## src/rtl/text_pack_ctrl.sv

```systemverilog
// Text transmit front-end: maps 8-bit characters to 7-bit symbols and packs
// them LSB-first into a byte stream, with end-of-message padding and tagging.
module text_pack_ctrl #(
  parameter int unsigned ERR_W = 8
) (
  input  logic             CLK,
  input  logic             RST,
  input  logic [7:0]       IN_DATA,
  input  logic             IN_VALID,
  input  logic             IN_LAST,
  output logic             IN_READY,
  output logic [7:0]       OUT_DATA,
  output logic             OUT_VALID,
  output logic             OUT_LAST,
  input  logic             OUT_READY,
  output logic             DONE,
  output logic [ERR_W-1:0] ERR_CNT
);

  typedef enum logic [0:0] {
    RUN   = 1'b0,
    FLUSH = 1'b1
  } state_t;

  state_t           state_q, state_d;
  logic [14:0]      acc_q, acc_d;
  logic [3:0]       cnt_q, cnt_d;
  logic [7:0]       out_data_q, out_data_d;
  logic             out_valid_q, out_valid_d;
  logic             out_last_q, out_last_d;
  logic             done_q, done_d;
  logic [ERR_W-1:0] err_q, err_d;

  logic [7:0] d_off;
  logic [6:0] sym;
  logic       sym_valid;
  logic       slot_free;
  logic       accept;

  always_comb begin
    d_off     = IN_DATA - 8'd32;
    sym       = '0;
    sym_valid = 1'b1;
    case (d_off)
      8'd130:  sym = 7'd95;
      8'd131:  sym = 7'd97;
      8'd133:  sym = 7'd109;
      8'd137:  sym = 7'd111;
      8'd142:  sym = 7'd112;
      8'd144:  sym = 7'd125;
      default: begin
        if (d_off <= 8'd94) sym = d_off[6:0];
        else                sym_valid = 1'b0;
      end
    endcase
  end

  assign IN_READY  = (state_q == RUN) && (cnt_q < 4'd8);
  assign accept    = IN_VALID && IN_READY;
  assign slot_free = !out_valid_q || OUT_READY;

  always_comb begin
    state_d     = state_q;
    acc_d       = acc_q;
    cnt_d       = cnt_q;
    out_data_d  = out_data_q;
    out_last_d  = out_last_q;
    out_valid_d = out_valid_q && !OUT_READY;
    done_d      = 1'b0;
    err_d       = err_q;
    case (state_q)
      RUN: begin
        if (accept) begin
          if (sym_valid) begin
            acc_d = acc_q | (15'(sym) << cnt_q);
            cnt_d = cnt_q + 4'd7;
          end else if (err_q != '1) begin
            err_d = err_q + ERR_W'(1);
          end
          if (IN_LAST) state_d = FLUSH;
        end else if (cnt_q >= 4'd8 && slot_free) begin
          out_data_d  = acc_q[7:0];
          out_valid_d = 1'b1;
          out_last_d  = 1'b0;
          acc_d       = acc_q >> 8;
          cnt_d       = cnt_q - 4'd8;
        end
      end
      default: begin
        if (slot_free && cnt_q >= 4'd8) begin
          out_data_d  = acc_q[7:0];
          out_valid_d = 1'b1;
          out_last_d  = (cnt_q == 4'd8);
          acc_d       = acc_q >> 8;
          cnt_d       = cnt_q - 4'd8;
        end else if (slot_free && cnt_q != 4'd0) begin
          // bits above CNT in ACC are always zero, so this is the zero-padded tail
          out_data_d  = acc_q[7:0];
          out_valid_d = 1'b1;
          out_last_d  = 1'b1;
          acc_d       = '0;
          cnt_d       = '0;
        end else if (cnt_q == 4'd0 && !(out_valid_q && out_last_q && !OUT_READY)) begin
          done_d  = 1'b1;
          state_d = RUN;
        end
      end
    endcase
  end

  always_ff @(posedge CLK or posedge RST) begin
    if (RST) begin
      state_q     <= RUN;
      acc_q       <= '0;
      cnt_q       <= '0;
      out_data_q  <= '0;
      out_valid_q <= 1'b0;
      out_last_q  <= 1'b0;
      done_q      <= 1'b0;
      err_q       <= '0;
    end else begin
      state_q     <= state_d;
      acc_q       <= acc_d;
      cnt_q       <= cnt_d;
      out_data_q  <= out_data_d;
      out_valid_q <= out_valid_d;
      out_last_q  <= out_last_d;
      done_q      <= done_d;
      err_q       <= err_d;
    end
  end

  assign OUT_DATA  = out_data_q;
  assign OUT_VALID = out_valid_q;
  assign OUT_LAST  = out_last_q;
  assign DONE      = done_q;
  assign ERR_CNT   = err_q;

endmodule

```

## config.mk

```make
export PLATFORM = sky130hd
export DESIGN_NAME = text_pack_ctrl
export DESIGN_NICKNAME = d
export VERILOG_FILES = /design/src/rtl/text_pack_ctrl.sv
export SDC_FILE = /design/constraint.sdc
export NUM_CORES = 1
export LEC_CHECK = 0
export BUFFER_PORTS_ARGS = -buffer_cell sky130_fd_sc_hd__buf_2
export CORE_ASPECT_RATIO = 1.4
export CORE_MARGIN = 2
export CORE_UTILIZATION = 46
export CTS_BUF_LIST = sky130_fd_sc_hd__clkbuf_16
export CTS_CLUSTER_DIAMETER = 30
export DETAILED_ROUTE_END_ITERATION = 10
export MAX_ROUTING_LAYER = met4
export PLACE_DENSITY_LB_ADDON = 0.05
export REMOVE_ABC_BUFFERS = 1
export SLEW_MARGIN = 20
export SYNTH_ARGS = -nofsm -noshare
export SYNTH_HDL_FRONTEND = slang
export SYNTH_SLANG_ARGS = --single-unit
```

## constraint.sdc

```tcl
create_clock -name CLK -period 3.6 [get_ports CLK]
set_input_delay 0.18 -clock CLK [delete_from_list [all_inputs] [get_ports CLK]]
set_output_delay 0.18 -clock CLK [all_outputs]
set_load 0.02 [all_outputs]
```

==> impl_results.md <==
- Reg2reg setup slack: 1.16 ns
- Req. time, crit path: ~3.8 ns
- CP max FO: 14
- Drt total wl: 6120 µm
- Chip height: around 91 µm
- Clock share of power: 0.204
- Top_reg_cell synth: dfrtp_1
- Storage cell area: 976 µm²
- Pint: 1.18 mW
- Net load switching power: just over 0.9 mW
- Post-route setup TNS: 0 ns
- Area of the multi-input gates: 1390 µm²
- PortBufs: 32
- EDFF count, synth: 0
- Critical path class: flip-flop to flip-flop
- Switching share of power: 0.437
- Initial core utilization: 0.479
- Pre-Repair DR Iteration Count: 4
- Total number of vias: ~2,200
- RSZ-0062 raised after global routing: no
- Critical Path AT: 2.59 ns
- Yosys warnings: 0
- Worst hold path type: primary input to async pin
- Placement Cell Area: 2700 µm²
- Io pins: 33
- DRC viols: 0
- Worst skew pair latency: 0.28 ns
- Min Tclk post-route: 2.44 ns
- Ratio of cells with drive above 1 in the final layout: 0.191
- Pin count of the biggest net entering global routing: 40
- FF-to-FF path depth: 8
- Total gr overflow: 0
- Top post-synthesis cells by count: nand2_1 (50), dfrtp_1 (39), nor2_1 (25), o21ai_0 (17), a21oi_1 (15)
- CTS tree: built
- Reg power frac: 0.347
- Syn_area_per_cell: about 8.4 µm²
- Combinational Power Share: 0.449
- Core Region: about 5200 µm²
- Cts repair resizes: 0
- Antenna-violating nets left: 0
- Tcrit/Tclk final: 0.678
- Area growth, synth to finish: 14.0%
- Post-synth top area share: 0.392
- Post-synth ARST share: 1.00
- Row count: 31
- Startpoint Class: flip-flop
- Initial antenna violation count: 0
- Fillers: 496
- Dpl hpwl: 4520 µm
- Yosys cell types: 61
- FF-to-FF Start: cnt_q[1]
- Drt via density: ~5.7
- Max-cap violations: 0
- CTS root buffer: clkbuf_16
- Synthesized area: around 2500 µm²
- Sequential area share after synthesis: 0.392
- Wire per inst: around 16 µm
- Nets: 339
- Max Transition Viols Final: 0
- Cells after synthesis: 296
- Total global-route track usage: 0.231
- Status: finished clean
- Largest cells by area after synthesis: dfrtp_1 (39%), nand2_1 (7.5%), nor2_1 (3.8%)
- Iteration-0 DRC Markers: 89
- Clock Tree Buf Depth: 2
- Setup-failing EPs final: 0
- Synth area leader: dfrtp_1
- Count leader, synth: nand2_1
- Least-Margin Pin Slew: around 0.63 ns
- TritonCTS buffer count: 5
- Crit path from: cnt_q[1]
- #FFs+latches synth: 39
- Setup slack after layout: 1.16 ns
- Final Cell Area: 2840 µm²
- # H-tree levels: 2
- Place WS: 1.00 ns
- Pwr/cell area: 738 nW/µm²
- Max_slew headroom: 0.578
- Number of global-route vias before repair: 2,172
- Lkg Pwr: 1.32 nW
- Post-Route Utilization: 0.546
- First-pass GRT wire length: between 10,000 and 15,000 µm
- Fin. Hold Viols: 0
- Skew final: 0.00316 ns
- Clock transition at the registers of the reported paths: 0.06 ns
- CTS Hold Buffers Added: 0
- Die ar.: 6030 µm²
- VDD IR max: 321 µV
- # diodes: 0
- CTS sink cnt: 39
- Post-CTS Repair Setup Buffers: 0
- Crit end category: flip-flop
- Reg2reg end: acc_q[5]
- Gpl congestion: 0.933
- Achievable Freq: 410 MHz
- Die Wd: between 60 and 70 µm
-- sequential cells by signal, summed over array words and instances (netlist names) --
signal and flops:
OUT_LAST 1, acc_q 15, ERR_CNT 8, cnt_q 4
OUT_DATA 8, OUT_VALID 1, state_q 1, DONE 1
-- power by group through the flow --
stage          clock, mW  sequential (mW)  combinational, mW
6_report           0.428            0.728              0.940
5_1_grt            0.456            0.756               1.04
4_1_cts            0.433            0.729              0.946
3_5_place_dp           0            0.736              0.941
3_3_place_gp           0            0.732              0.934
2_1_floorplan          0            0.817              0.534
-- worst max-delay path: stages, from the launching register on --
cell and delay, ns:
dfrtp_1 0.54, inv_2 0.25, ha_1 0.25, nand2_1 0.11
a21oi_1 0.23, nand2b_1 0.39, nand2_1 0.26, o21ai_0 0.21
a41oi_1 0.06
-- worst max path at each step --
stage | endpoint | slack (ns) | depth (start not counted)
floorplan | acc_q[11] | 1.37 | 9
global placement | acc_q[11] | 1.07 | 10
detailed placement | acc_q[11] | 1.00 | 10
CTS | acc_q[5] | 1.13 | 8
global route | acc_q[8] | 0.94 | 8
finish | acc_q[5] | 1.16 | 8
-- routing by layer --
| layer | GRT usage | vias up | wire length, µm |
|---|---|---|---|
| li1 | - | 1122 | - |
| met1 | 0.292 | 1051 | 2650 |
| met3 | 0.0397 | 12 | 182 |
| met2 | 0.358 | 46 | 3110 |
| met4 | 0.102 | 0 | 177 |
| met5 | - | - | 0 |
-- per-stage QoR --
step | hold WS [ns] | power [mW] | cells
after floorplan | 0.296 | 1.35 | 278
after global placement | 0.327 | 1.67 | 382
after detailed placement | 0.334 | 1.68 | 382
after CTS | 0.0346 | 2.11 | 390
after global routing | 0.0716 | 2.26 | 390
final | 0.0104 | 2.10 | 390
-- cells by family (layout without fill, tap and decap cells) --
logic type      after synthesis  in the layout  synth area share
compound gates               79             79             0.222
xor+xnor                     12             12            0.0422
mux                           8              8            0.0347
fa+ha+maj                     3              3            0.0151
buf+inv                      30             58            0.0507
simple gates                125            125             0.244
flops                        39             39             0.392
-- final cells by class --
class | instances | share of cell area
Tap cell | 66 | 0.0291
Timing Repair Buffer | 38 | 0.0723
Inverter | 12 | 0.0159
Clock inverter | 3 | 0.00573
Multi-Input combinational cell | 227 | 0.489
Sequential cell | 39 | 0.344
Clock buffer | 5 | 0.0441
-- cells in the final DEF (no fill, tap or decap), types with 4 or more instances in the layout --
master / instances
nand2_1: 50
dfrtp_1: 39
buf_2: 32
nor2_1: 25
o21ai_0: 17
a21oi_1: 15
inv_1: 12
nand3_1: 8
xnor2_1: 7
nor3_1: 7
buf_4: 6
xor2_1: 5
mux2_2: 5
clkbuf_16: 5
nand2b_1: 4
or3_1: 4
a31oi_1: 4
(Power assumes the default switching activity.)
